--- config.mk ---
export PLATFORM = sky130hd
export DESIGN_NAME = iter_shifter
export DESIGN_NICKNAME = d
export VERILOG_FILES = /design/src/rtl/iter_shifter.sv
export SDC_FILE = /design/constraint.sdc
export NUM_CORES = 1
export LEC_CHECK = 0
export CAP_MARGIN = 5
export CORE_UTILIZATION = 45
export DETAILED_ROUTE_END_ITERATION = 10
export PLACE_DENSITY = 0.78
export SKIP_CTS_REPAIR_TIMING = 1
export SLEW_MARGIN = 10
export SYNTH_ARGS = -nofsm -noshare
export SYNTH_HDL_FRONTEND = slang
export SYNTH_SLANG_ARGS = --single-unit
--- constraint.sdc ---
create_clock -name clk -period 5.6 [get_ports clk]
set_clock_uncertainty 0.1 [all_clocks]
set_input_delay 1.12 -clock clk [delete_from_list [all_inputs] [get_ports clk]]
set_output_delay 1.12 -clock clk [all_outputs]
set_load 0.01 [all_outputs]
--- src/rtl/iter_shifter.sv ---
// Multi-cycle variable shifter (LSR/ASR/LSL/ROR) with valid/ready handshakes on both sides.
// Shifts the working register by at most STEP positions per clock until the remaining amount is exhausted.
module iter_shifter #(
   parameter int WIDTH = 8,
   parameter int AMT_W = 8,
   parameter int STEP  = 1
) (
   input  logic             clk,
   input  logic             reset,
   input  logic             in_valid,
   output logic             in_ready,
   input  logic [WIDTH-1:0] in_data,
   input  logic [AMT_W-1:0] in_amt,
   input  logic [1:0]       in_mode,
   output logic             out_valid,
   input  logic             out_ready,
   output logic [WIDTH-1:0] out_data,
   output logic             busy
);

   localparam int RW = $clog2(WIDTH + 1);
   localparam logic [RW-1:0] WIDTH_R = RW'(WIDTH);
   localparam logic [RW-1:0] STEP_R  = RW'(STEP);
   localparam logic [31:0]   WIDTH_U = 32'(WIDTH);

   typedef enum logic [1:0] {IDLE, SHIFT, DONE} state_t;

   state_t           state, state_nxt;
   logic [WIDTH-1:0] work, work_nxt;
   logic [RW-1:0]    rem, rem_nxt, eff_amt, step_k;
   logic [1:0]       mode;
   logic             accept;
   logic [31:0]      amt_wide;

   assign accept   = in_valid && in_ready;
   assign amt_wide = 32'(in_amt);

   // Rotates wrap the amount; the other modes saturate at WIDTH, which already yields the all-zero / all-sign result.
   always_comb begin
      eff_amt = '0;
      if (in_mode == 2'd3)
         eff_amt = RW'(amt_wide % WIDTH_U);
      else if (amt_wide >= WIDTH_U)
         eff_amt = WIDTH_R;
      else
         eff_amt = RW'(amt_wide);
   end

   always_comb begin
      step_k   = (rem < STEP_R) ? rem : STEP_R;
      rem_nxt  = rem - step_k;
      work_nxt = work;
      case (mode)
         2'd0:    work_nxt = work >> step_k;
         2'd1:    work_nxt = $unsigned($signed(work) >>> step_k);
         2'd2:    work_nxt = work << step_k;
         default: work_nxt = (work >> step_k) | (work << (WIDTH_R - step_k));
      endcase
   end

   always_ff @(posedge clk) begin
      if (reset)
         state <= IDLE;
      else
         state <= state_nxt;
   end

   always_comb begin
      state_nxt = state;
      case (state)
         IDLE:    if (accept) state_nxt = (eff_amt == '0) ? DONE : SHIFT;
         SHIFT:   if (rem_nxt == '0) state_nxt = DONE;
         DONE:    if (out_ready) state_nxt = IDLE;
         default: state_nxt = IDLE;
      endcase
   end

   always_comb begin
      in_ready  = (state == IDLE) && !reset;
      out_valid = (state == DONE);
      busy      = (state != IDLE);
   end

   // out_data is only written on the way into DONE so it stays stable under backpressure and in IDLE.
   always_ff @(posedge clk) begin
      if (reset) begin
         work     <= '0;
         rem      <= '0;
         mode     <= '0;
         out_data <= '0;
      end else begin
         case (state)
            IDLE: begin
               if (accept) begin
                  work <= in_data;
                  rem  <= eff_amt;
                  mode <= in_mode;
                  if (eff_amt == '0)
                     out_data <= in_data;
               end
            end
            SHIFT: begin
               work <= work_nxt;
               rem  <= rem_nxt;
               if (rem_nxt == '0)
                  out_data <= work_nxt;
            end
            default: ;
         endcase
      end
   end

endmodule

; ---- Word level (Yosys, flattened, before mapping)
; Index checks and enable logic that the tools add are counted.
[word_totals]
register_bits = 24
[classes]
eq_ne = 9
n_addsub = 2
n_reduce_logical = 13
n_mux = 17
bitwise_logic = 1
magnitude_cmp = 2
shifts = 4
[op_table]
columns = op, n
row1 = 8-bit two-way mux, 4
row2 = 8-bit case mux with 2 select lines, 2
row3 = 8-bit case mux with 3 select lines, 1
row4 = 4-bit two-way mux, 4
row5 = 8-bit by 4-bit left shift with 8-bit output, 2
row6 = 8-bit by 4-bit greater-or-equal comparator with 1-bit output (second input constant), 1
row7 = 4-bit logical NOT, 2
row8 = 2-bit two-way mux, 4
row9 = 8-bit OR, 1
row10 = 4-bit case mux with 2 select lines, 1
row11 = 8-bit by 4-bit >> shifter with 8-bit output, 1
row12 = 8-bit by 4-bit >>> shifter with 8-bit output, 1
row13 = 2-bit equality test (second input constant), 3
row14 = 2-bit inequality test (second input constant), 3
row15 = 2-bit case mux with 3 select lines, 1
row16 = 2-bit by 1-bit equality test with 1-bit output (second input constant), 2
row17 = 2-bit logical NOT, 2
row18 = 4-bit by 1-bit less-than comparator with 1-bit output (second input constant), 1
row19 = 2-bit AND reduction, 2
row20 = 4-bit AND reduction, 1
row21 = 2-bit nonzero test, 2
row22 = 4-bit subtractor, 1
row23 = 4-bit subtractor (first input constant), 1
row24 = 3-bit AND reduction, 1
row25 = other kinds (3), 4

; ---- Logic depth before layout (Yosys ltp)
; Gate-level depths: netlist (run 1).
[logic_depth]
ltp_word = 8
ltp_mapped = 12

; ---- Worst setup path before layout (run 1)
; OpenSTA, ideal clock, no wires.
[synth_path]
kind = in2out
start = input reset
end = output in_ready
path_buffers = 2
t_arrival_ns = 1.737
slack_ns = 2.643
path_stages = 3
path_cell_list = clkbuf_1 -> clkbuf_1 -> nor2_1
[synth_via]
elab_chain_cells = 2
[synth_rtl]
columns = item, line
row1 = from (decl), 9  ; input logic reset,
row2 = 1-bit logical NOT, 79  ; in_ready = (state == IDLE) && !reset;
row3 = 1-bit logical AND, 79
row4 = to (decl), 11  ; output logic in_ready,
; Every way passes these cells.

; ---- Worst setup path in the final report (run 1)
; Same ends and word-level chain as after synthesis.

==> PnR_summary.wiki, run 1 <==
{| class="wikitable"
! Metric !! Value
|-
| Area of the die || 3760 sq um
|-
| Power density of the placed cells || 295 nW/um^2
|-
| Cell Chain, Critical Path || clkdlybuf4s50_1 > buf_4 > nor2_1 > clkdlybuf4s50_1
|-
| Final hold violation count || 0
|-
| CTS tree || yes
|-
| Worst Hold Margin || 368 ps
|-
| Iteration-0 DRC count of the detailed router || 112
|-
| Estimated wirelength of the detail-placed design || 2.97 mm
|-
| Highest cell delay on the worst timing path || 480 ps
|-
| Via count of the first global-routing pass || 1381
|-
| Setup Crit Path Kind || primary input to primary output
|-
| Vertical extent of the die || 61.3 microns
|-
| Static leakage power || 0.715 nW
|-
| Synth-to-layout area growth || 22.5%
|-
| Tot GR Track Use || 0.237
|-
| Combined flip-flop and latch cell area || 480 sq um
|-
| Critical Path Start Type || primary input
|-
| Clock tree root driver cell || clkbuf_4
|-
| Count of H-tree levels built during CTS || 1
|-
| Fin nets || 256
|-
| Number of warnings reported in the yosys synthesis log || 0
|-
| Class of the worst hold path || flop to flop
|-
| Post-CTS clock slew at the launch and capture registers of the worst setup and hold paths || 140 ps
|-
| Data arrival time of the critical path || 2400 ps
|-
| First-pass GRT wire length || 6.60 mm
|-
| Number of DRC violations after detailed routing || 0
|-
| Primary FF master, synth || dfxtp_1
|-
| Slowest-stage cell, CP || clkdlybuf4s50_1
|-
| Antenna violations before repair || 0
|-
| Final period utilization || 0.647
|-
| Routability congestion estimate || 1.00
|-
| Total detailed-routing wirelength || 4.19 mm
|-
| Wire length per cell after detailed routing || 15.1 microns
|-
| Tightest Pin Transition || 978 ps
|-
| Core Box Area || 3360 sq um
|-
| Result of the run || finished clean
|-
| Total of max-cap violations || 0
|-
| Post-synthesis instance total || 207
|-
| Worst endpoint required time || 4380 ps
|-
| Remaining global-route overflow || 0
|-
| Max transition margin || 0.346
|-
| Post-synth ARST share || 0
|-
| Area taken by multi-input logic gates || 982 sq um
|-
| Max-slew violation total from the final report || 0
|-
| Site Rows || 21
|-
| Total number of clock tree sinks || 24
|-
| Final setup TNS || 0 ps
|-
| Number of ports placed on the die boundary || 33
|-
| Worst-Skew Late Latency || 320 ps
|-
| Number of optimization iterations in the first detailed-route pass || 4
|-
| Count of flip-flops with a built-in enable after synthesis || 0
|-
| Count of state elements after synthesis || 24
|-
| Number of vias in the routed layout || 1638
|-
| Cell area after synthesis || 1580 sq um
|-
| Maximum count of clock buffers along a single path || 2
|-
| Share of synthesized area occupied by flip-flops and latches || 0.304
|-
| Number of nets with antenna violations after detailed routing || 0
|-
| Fill cells || 344
|-
| Mean number of vias per cell || 5.91
|-
| Most Frequent Cell on Critical Path || clkdlybuf4s50_1
|-
| Effective utilization at floorplan || 0.470
|-
| Final antenna diode count || 0
|-
| Overall die width || 61.3 microns
|-
| Mapped Nets || 231
|-
| Largest net degree at the start of global routing || 26
|-
| Shortest period the worst path allows || 3620 ps
|-
| Port Buffers || 32
|-
| Worst Setup End Kind || primary output
|-
| Total of endpoints with negative setup slack in the final report || 0
|-
| Unrepaired setup endpoints after global routing || no
|-
| Distinct cell type count of the synthesized netlist || 53
|-
| Number of clock buffers inserted by TritonCTS || 3
|-
| Maximum clock frequency || 276 MHz
|-
| Highest net fanout along the worst path || 25
|-
| Layout cells sized above 1 || 0.0606
|-
| Largest vdd supply drop || 0.000153 V
|-
| Average footprint of a synthesized cell || 7.64 sq um
|}
[metrics by stage]
stage / instance area [sq um] / utilization / instances / total power [mW] / worst slack, ps
floorplan: 1580 / - / 207 / 0.413 / 2640
global placement: 1900 / 0.565 / 273 / 0.475 / 1990
detailed placement: 1900 / 0.565 / 273 / 0.476 / 1990
CTS: 1940 / 0.576 / 277 / 0.568 / 1980
global route: 1940 / 0.576 / 277 / 0.608 / 1930
finish: 1940 / 0.576 / 277 / 0.571 / 1980
[cell usage after synthesis (all sizes together), types with 4 or more instances]
library cell  number  area share
clkbuf            11       0.026
nand2b             4       0.016
buf                4       0.025
o31ai              5       0.024
a211oi             8       0.041
inv                6       0.014
nor2b              5       0.020
nand2             21       0.050
mux2i              6       0.038
nor2              25       0.059
a21oi             14       0.044
nand3              7       0.022
nor3               7       0.022
dfxtp             24        0.30
nor4               5       0.020
o21ai             11       0.035
[cells in the final DEF (no fill, tap or decap), types with 6 or more instances in the layout]
master / n
nand3_1: 7
a211oi_1: 7
nor3_1: 7
o21ai_0: 10
a21oi_1: 14
clkdlybuf4s50_1: 32
nor2_1: 25
mux2i_1: 6
dfxtp_1: 24
inv_1: 6
nand2_1: 21
[final cells by class]
class,count,share of cell area
Multi-Input combinational cell,161,0.507
Timing Repair Buffer,35,0.177
Clock buffer,4,0.0187
Sequential cell,24,0.248
Inverter,7,0.0200
Tap cell,46,0.0297
[path summary, 6_finish.rpt]
kind	cells after the start	to	startpoint	slack, ps
min reg2reg	2	out_data[1]	out_data[1]	370
max reg2reg	7	out_data[5]	rem[0]	2740
max	4	in_ready	reset	1980
min	2	out_data[1]	out_data[1]	370
[where the power goes]
part           total [mW]  switching [mW]  internal, mW
clock network      0.0914          0.0517        0.0397
logic               0.259           0.149         0.110
registers           0.221          0.0305         0.191
total               0.571           0.231         0.340
[state kept, by name, summed over array words and instances (netlist names)]
signal    cells
work          8
state         2
mode          2
out_data      8
rem           4
[metal layers]
layer | track usage | wire (microns)
met4 | 0.0779 | 57
met1 | 0.349 | 2010
met3 | 0.0399 | 282
met2 | 0.348 | 1840
met5 | 0 | 0
[worst max-delay path: cells and delay by family]
kind	cells	cell delay, ps
AND/OR/NAND/NOR	1	80
buffers and inverters	3	1190
[cell families (layout without fill, tap and decap cells)]
group	after synthesis	after routing	synth area share
AND/OR/NAND/NOR	89	89	0.284
AO/OA/AOI/OAI	63	63	0.281
flip-flops	24	24	0.304
buffers and inverters	22	46	0.0752
multiplexers	6	6	0.0380
adder cells (fa/ha/maj)	2	2	0.0158
other	1	1	0.00237
Power figures use the tool's default switching activity.
==> run 2, diff against run 1 <==
Clock period 5.6 ns to 3.6 ns, I/O delays scaled along.
==> run 2 against run 1 <==
Compared with the run above:
- sequential share of layout area decreased by 0.096 points
- cell area increased by 0.39%
- die area unchanged
- combinational power up 54%
- register-to-register slack worse by 2100 ps
- sequential cell count unchanged
- non-clock buffer count is 1 higher
- worst setup slack lost 1300 ps
==> PnR_summary.wiki, run 2 (synthesized netlist as in run 1, its figures left out) <==
{| class="wikitable"
! Metric !! Value
|-
| Result of the run || finished clean
|-
| Largest registers || out_data (8), work (8), rem (4)
|-
| Overall die width || 61.3 microns (unchanged)
|-
| Clock tree root driver cell || clkbuf_4
|-
| Synth-to-layout area growth || 23.0%
|-
| Total of endpoints with negative setup slack in the final report || 0 (unchanged)
|-
| Worst endpoint required time || 3710 ps (-670 ps)
|-
| Port Buffers || 32 (unchanged)
|-
| Remaining global-route overflow || 0 (unchanged)
|-
| Total number of clock tree sinks || 24 (unchanged)
|-
| Number of optimization iterations in the first detailed-route pass || 5 (+1)
|-
| Count of H-tree levels built during CTS || 1 (unchanged)
|-
| Number of nets with antenna violations after detailed routing || 0 (unchanged)
|-
| Tot GR Track Use || 0.250 (+0.0128)
|-
| Sequential share of power || 0.389 (+0.002)
|-
| Cell-internal power || 0.531 mW (+56%)
|-
| Iteration-0 DRC count of the detailed router || 117 (+4.5%)
|-
| First-pass GRT wire length || 6.89 mm (+4.5%)
|-
| Shortest period the worst path allows || 2970 ps
|-
| Wire length per cell after detailed routing || 14.8 microns (-2.4%)
|-
| Sw Ratio || 0.401 (-0.00401)
|-
| Antenna violations before repair || 0 (unchanged)
|-
| Routability congestion estimate || 0.933 (-7.1%)
|-
| Worst Hold Margin || 373 ps (+5.13 ps)
|-
| Site Rows || 21 (unchanged)
|-
| Highest net fanout along the worst path || 9 (-64%)
|-
| Commonest cells after routing, fill and taps aside || clkdlybuf4s50_1, nor2_1, dfxtp_1, nand2_1, a21oi_1
|-
| Via count of the first global-routing pass || 1366 (-1.1%)
|-
| Post-layout utilization of the core || 0.578 (+0.00223)
|-
| Data arrival time of the critical path || 3070 ps (+670 ps)
|-
| Fin nets || 257 (+0.39%)
|-
| Final period utilization || 0.824
|-
| CTS tree || yes
|-
| Post-CTS clock slew at the launch and capture registers of the worst setup and hold paths || 140 ps (about the same)
|-
| Share of power burned in the clock network || 0.160 (about the same)
|-
| Number of DRC violations after detailed routing || 0 (unchanged)
|-
| Fill cells || 351 (+2.0%)
|-
| Effective utilization at floorplan || 0.470 (unchanged)
|-
| Power density of the placed cells || 456 nW/um^2 (+55%)
|-
| Class of the worst hold path || flop to flop
|-
| Area of the die || 3760 sq um (unchanged)
|-
| Combined flip-flop and latch cell area || 480 sq um (unchanged)
|-
| Critical Path Start Type || flop
|-
| Final setup TNS || 0 ps (unchanged)
|-
| Largest vdd supply drop || 0.000247 V (+61%)
|-
| Area taken by multi-input logic gates || 982 sq um (unchanged)
|-
| Commonest non-fill, non-tap cell in the layout || clkdlybuf4s50_1
|-
| Number of vias in the routed layout || 1638 (unchanged)
|-
| Mean number of vias per cell || 5.89 (-0.36%)
|-
| Largest net degree at the start of global routing || 25 (-3.8%)
|-
| Max-slew violation total from the final report || 0 (unchanged)
|-
| Power share of the combinational group || 0.451 (-0.002)
|-
| Vertical extent of the die || 61.3 microns (unchanged)
|-
| Final hold violation count || 0 (unchanged)
|-
| Static leakage power || 0.719 nW (+0.66%)
|-
| Psw || 0.355 mW (+54%)
|-
| Tightest Pin Transition || 865 ps (-113 ps)
|-
| Maximum count of clock buffers along a single path || 2 (unchanged)
|-
| Max transition margin || 0.422 (+0.0751)
|-
| Worst Setup End Kind || flop
|-
| Total of max-cap violations || 0 (unchanged)
|-
| Core Box Area || 3360 sq um (unchanged)
|-
| Estimated wirelength of the detail-placed design || 3.04 mm (+2.6%)
|-
| Setup Crit Path Kind || flop to flop
|-
| Total detailed-routing wirelength || 4.11 mm (-2.0%)
|-
| Number of ports placed on the die boundary || 33 (unchanged)
|-
| Final antenna diode count || 0 (unchanged)
|-
| Unrepaired setup endpoints after global routing || no
|-
| Number of clock buffers inserted by TritonCTS || 3 (unchanged)
|-
| Layout cells sized above 1 || 0.0647 (+0.00405)
|-
| Maximum clock frequency || 337 MHz
|-
| Worst-Skew Late Latency || 310 ps (about the same)
|}
[run 2: cell count changes in the layout (fill, tap and decap cells not counted), sizes merged]
cell / delta
buf: +1
[run 2: worst paths after layout]
path,slack (ps),cells after the start,to,start
max,630,9,out_data[3],rem[1]
min,370,2,out_data[1],out_data[1]
max reg2reg,630,9,out_data[3],rem[1]
min reg2reg,370,2,out_data[1],out_data[1]
[run 2: metrics by stage]
stage                     instances  setup WS, ps  total power [mW]  cell area (sq um)
final                           278           634             0.886               1950
after global routing            278           347             0.958               1950
after CTS                       278           645             0.887               1950
after detailed placement        274           660             0.744               1910
after global placement          274           696             0.742               1910
after floorplan                 207           846             0.642               1580
[run 2: layout make-up]
| class | instances | area share |
|---|---|---|
| Sequential cell | 24 | 0.247 |
| Clock buffer | 4 | 0.0186 |
| Tap cell | 46 | 0.0296 |
| Inverter | 7 | 0.0199 |
| Timing Repair Buffer | 36 | 0.180 |
| Multi-Input combinational cell | 161 | 0.505 |
[run 2: power groups by stage]
stage / logic (mW) / clock network [mW] / registers, mW
floorplan: 0.312 / 0 / 0.330
global placement: 0.394 / 0 / 0.349
detailed placement: 0.396 / 0 / 0.349
CTS: 0.398 / 0.147 / 0.343
global route: 0.448 / 0.160 / 0.350
finish: 0.400 / 0.142 / 0.345
[run 2: critical path, stage by stage (launching register included)]
cell	delay [ps]
dfxtp_1	410
or4_4	610
nand2b_1	120
ha_1	190
nor4bb_1	80
o311a_1	390
o32ai_1	430
buf_4	280
mux2i_1	190
nor2_1	50
[run 2: per-layer routing]
layer,track usage,up-vias,part of all wire
li1,-,815,-
met1,0.377,765,0.49
met2,0.360,54,0.44
met3,0.0462,4,0.057
met4,0.0682,0,0.011
met5,0,-,0
==> variant 1 (config.mk and constraints of run 2) <==
The parameter `WIDTH` goes from 8 to 4.
--- a/src/rtl/iter_shifter.sv
+++ b/src/rtl/iter_shifter.sv
@@ -2,5 +2,5 @@
 // Shifts the working register by at most STEP positions per clock until the remaining amount is exhausted.
 module iter_shifter #(
-   parameter int WIDTH = 8,
+   parameter int WIDTH = 4,
    parameter int AMT_W = 8,
    parameter int STEP  = 1
Interface: changed (resized in_data and out_data); port bits go from 33 to 25. No check against the original RTL was run, so the function may have changed too.
==> variant 1 against run 2 <==
Combinational power fell by 64%. Sequential share of layout area is 0.57 points lower. Worst setup slack better by 0.20 ns. Count of clock-buffer cells in the layout unchanged. Synthesized area fell by 39%. Wire length decreased by 41%. Cell area fell by 36%. Sequential cell count fell by 9. Total power shrank 51%. Critical path type is now input pin to primary output. Largest cell class unchanged. Largest power group is now registers.
==> variant 1: results (changes against run 2) <==
Power and ir drop
  – Peak supply drop: 0.331 mV (+34%)
  – P_sw: 0.149 mW (-58%)
  – Cell leakage power: 0.440 nW (-39%)
  – Tot Pwr: 0.438 mW (-51%)

Drt
  – Routed wire length: 2420 um (-41%)
  – Via density: 5.77 (-2.1%)
  – Wl on met1: 1070 um (-47%)

Synthesis
  – Synth top cells by count: 18 x nand2_1, 15 x dfxtp_1, 13 x nor2_1
  – Seq/Total Area, Yosys: 31.2% (+0.79 points)
  – Synth cell types: 36 (-32%)
  – Syn nets: 148 (-36%)
  – Mux cell area share after synthesis: 1.04% (-2.8 points)

STA
  – Crit share post-route: 76.8% (-5.6 points)
  – WHS: 0.368 ns (-0.00453 ns)
  – Slew headroom: 50.8% (+8.7 points)

Global route
  – First-pass GRT wire length: 3530 um (-49%)
  – Vias in the first global route: 805 (-41%)
  – Met1 Track Usage GR: 28.8% (-8.9 points)
  – Gr usage total: 22.0% (-3.0 points)
  – Met2 Use GR: 35.5% (-0.56 points)
  – Largest net degree at the start of global routing: 18 (-28%)

Finish
  – Registers with the most flip-flops: out_data: 4 flops, work: 4 flops, rem: 3 flops

Placed design
  – Number of instances in the placed design: 173 (-37%)
  – Routability congestion estimate: 0.872 (-6.6%)
  – Pre-CTS setup slack: 0.843 ns (+0.183 ns)

Critical path
  – CP Capture Point: in_ready
  – Crit Path Max Fanout: 2 (-7)
  – Reg2reg start: rem[2]
  – Reg-to-reg slack, setup: 1.14 ns (+0.51 ns)
  – CP Data Arrival Time: 1.94 ns (-1.13 ns)

Status
  – Outcome: finished, final reports clean

Hold path
  – Worst Min Path Start: out_data[2]

Clocking
  – Clock Latency Late Sink: 0.29 ns (-0.02 ns)
## variant 1: changes by cell type after synthesis, moves of 3 or more
cell and change:
nor4_1 -4, nand2_1 -3, dfxtp_1 -9, a311oi_1 +5
a211oi_1 -5, nor2_1 -12, nand3_1 -5, clkbuf_1 -5
mux2i_1 -5, nor2b_1 -3, o31ai_1 -3
## variant 1: kinds of logic after synthesis
kind of cell / Yosys count
muxes: 1
xor gates and xnor gates: 1
buffers and inverters: 13
DFF: 15
other: 1
and+or+nand+nor: 54
adders and majority gates: 3
AOI/OAI and AO/OA: 39
## variant 1: layout make-up
type                            count  area [um2]  share of cell area (%)
Timing Repair Buffer               26         255                    20.5
Multi-Input combinational cell     99         594                    47.7
Sequential cell                    15         300                    24.1
Inverter                            6        35.0                    2.81
Tap cell                           27        33.8                    2.71
Clock buffer                        4        26.3                    2.11
## variant 1: critical path, cell delays in order
cell and delay, ns:
clkdlybuf4s50_1 0.42, nor3_1 0.22, clkdlybuf4s50_1 0.58
==> variant 2 (config.mk and constraints of run 2) <==
Without the edit above. Make the reset (`reset`) asynchronous in 2 clocked blocks.
--- a/src/rtl/iter_shifter.sv
+++ b/src/rtl/iter_shifter.sv
@@ -59,5 +59,5 @@
    end
 
-   always_ff @(posedge clk) begin
+   always_ff @(posedge clk or posedge reset) begin
       if (reset)
          state <= IDLE;
@@ -83,5 +83,5 @@
 
    // out_data is only written on the way into DONE so it stays stable under backpressure and in IDLE.
-   always_ff @(posedge clk) begin
+   always_ff @(posedge clk or posedge reset) begin
       if (reset) begin
          work     <= '0;
Check against the original RTL: differs if reset is asserted again (counterexample within 4 cycles, from zero or initial values and one cycle with reset high); with reset held inactive, the same outputs for 10 cycles.
==> variant 2 against run 2 <==
Wire length decreased by 3.7%. Critical path type unchanged. Worst setup slack gained 0.13 ns. Global-route usage fell by 2.7 points. Synthesized cell count down 8.2%. Synthesized area increased by 3.6%. Via count down 8.4%. Sequential cell count unchanged. Cell area rose by 3.5%.
Power is not compared: it rests on default switching activity, and its combinational part moved more than twofold at a synthesized area within 25%.
==> variant 2: results (changes against run 2) <==
Synthesis
  – Syn nets: 214 (-7.4%)
  – Seq/Total Area, Yosys: 36.6% (+6.3 points)
  – Mux cell area share after synthesis: 7.40% (+3.6 points)
  – Adder-cell area share of the yosys netlist: 1.53% (-0.056 points)
  – Leading area contributor after synthesis: dfrtp_1
  – Synth cell types: 55 (+3.8%)
  – Synth top cells by count: 26 x nand2_1, 24 x dfrtp_1, 14 x nor2_1, 14 x o21ai_0, 11 x a21oi_1
  – Ranking of synthesized cells by area: dfrtp_1 37%, nand2_1 6.0%, o21ai_0 4.3%
  – Fraction of registers with async set/reset: 100% (+100 points)
  – Compound-cell area share of the yosys netlist: 25.6% (-2.5 points)
  – Yosys Warn Count: 0 (unchanged)
  – Synth Area in XOR/XNOR: 0% (unchanged)
  – Synth Flop Type: dfrtp_1

Global route
  – Vias in the first global route: 1482 (+8.5%)
  – Largest net degree at the start of global routing: 25 (unchanged)
  – Initial antenna violation count: 0 (unchanged)
  – First-pass GRT wire length: 6960 um (+1.0%)
  – Gr usage total: 22.3% (-2.7 points)

Clocking
  – Clock transition at path regs: 0.14 ns (about the same)
  – Clock Tree Root: clkbuf_4
  – Clock Tree Buf Depth: 2 (unchanged)
  – Clock Latency Late Sink: 0.33 ns (+0.02 ns)

Power and ir drop
  – P_int: 1.07 mW
  – Cell leakage power: 0.858 nW
  – Peak supply drop: 0.476 mV

Finish
  – Layout Nets: 240 (-6.6%)
  – Layout cells sized above 1: 11.6% (+5.2 points)
  – Registers with the most flip-flops: out_data: 8 flops, work: 8 flops, rem: 4 flops

Drt
  – First drt pass iteration count: 4 (-1)
  – Routed wire length: 3950 um (-3.7%)
  – Vias after detailed routing: 1500 (-8.4%)
  – Detailed Route Iter0 Violations: 69 (-41%)

Critical path
  – Crit path largest cell delay: 0.66 ns (+0.05 ns)
  – Crit path max-delay family: compound AO/OA/AOI/OAI gates
  – Reg-to-reg slack, setup: 0.76 ns (+0.13 ns)
  – Reg2Reg Depth: 8 (-1)
  – CP Data Arrival Time: 2.94 ns (-0.13 ns)
  – Reg2reg start: rem[0]
  – Crit Path Max Fanout: 13 (+4)
  – Endpoint of the lowest-slack register-to-register path: out_data[4]

Placed design
  – Final HPWL DP: 2870 um (-5.7%)
  – Routability congestion estimate: 0.946 (+1.4%)

Hold path
  – Hold Path End: out_data[0]
  – Worst Min Path Start: out_data[0]
  – Worst hold path depth: 1 (-1)
  – Min-Delay Path Class: flip-flop to flip-flop

Die
  – Full die area: 0.00389 mm2 (+3.5%)

Status
  – Outcome: finished, final reports clean

STA
  – Slew headroom: 36.4% (-5.7 points)
  – Final hold violations: 0 (unchanged)
## variant 2: cell count changes after synthesis, sizes merged, moves of 6 or more
cell	delta
dfrtp	+24
dfxtp	-24
nor2	-10
a211oi	-7
mux2	+6
nand2	+6
## variant 2: power groups by stage
stage / Sequential [mW] / Clock (mW) / Combinational, mW
6_report: 0.586 / 0.200 / 1.14
5_1_grt: 0.617 / 0.211 / 1.26
3_5_place_dp: 0.585 / 0 / 1.12
4_1_cts: 0.581 / 0.203 / 1.13
3_3_place_gp: 0.585 / 0 / 1.11
2_1_floorplan: 0.532 / 0 / 0.869
## variant 2: logic make-up (layout without fill, tap and decap cells)
kind of cell,after synthesis,after routing
buffers and inverters,23,48
DFF,24,24
and+or+nand+nor,71,71
AOI/OAI and AO/OA,58,58
muxes,11,11
adders and majority gates,2,2
other,1,1
## variant 2: worst reg2reg max path: cells and delay by family (launching register included)
kind            cells  cell delay, ns
compound gates      4            0.72
fa+ha+maj           1            0.32
buf+inv             1            0.14
flops               1            0.46
mux                 1            0.32
simple gates        1            0.66
## variant 2: worst max path at each step
stage               cells after the start  slack (ns)    from           to
floorplan                              10        0.93  rem[0]  out_data[4]
global placement                        5        0.79   reset  out_data[0]
detailed placement                      5        0.76   reset  out_data[6]
CTS                                     7        0.76  rem[0]  out_data[6]
global route                            8        0.53  rem[0]  out_data[5]
finish                                  8        0.76  rem[0]  out_data[4]
## variant 2: stage by stage
step | setup WS, ns | util [%] | hold WS, ns | instance area, um2 | cells
2_1_floorplan | 0.929 | - | 0.374 | 1640 | 190
3_3_place_gp | 0.788 | 57.4 | 0.401 | 1960 | 257
3_5_place_dp | 0.761 | 57.4 | 0.398 | 1960 | 257
4_1_cts | 0.760 | 58.9 | 0.437 | 2010 | 261
5_1_grt | 0.532 | 58.9 | 0.469 | 2010 | 261
6_report | 0.764 | 58.9 | 0.431 | 2010 | 261
## variant 2: cell type report
| class | instances | area, um2 |
|---|---|---|
| Tap cell | 46 | 57.6 |
| Sequential cell | 24 | 601 |
| Clock buffer | 3 | 22.5 |
| Multi-Input combinational cell | 143 | 925 |
| Inverter | 10 | 42.5 |
| Timing Repair Buffer | 34 | 335 |
| Fill cell | 318 | 1400 |
| Clock inverter | 1 | 30.0 |
## variant 2: per-layer routing
layer / vias up / share of wire (%) / global-route usage (%)
met4: 0 / 0.96 / 6.40
met2: 62 / 46 / 36.4
li1: 742 / - / -
met5: - / 0 / 0
met1: 692 / 47 / 31.5
met3: 4 / 5.9 / 2.02
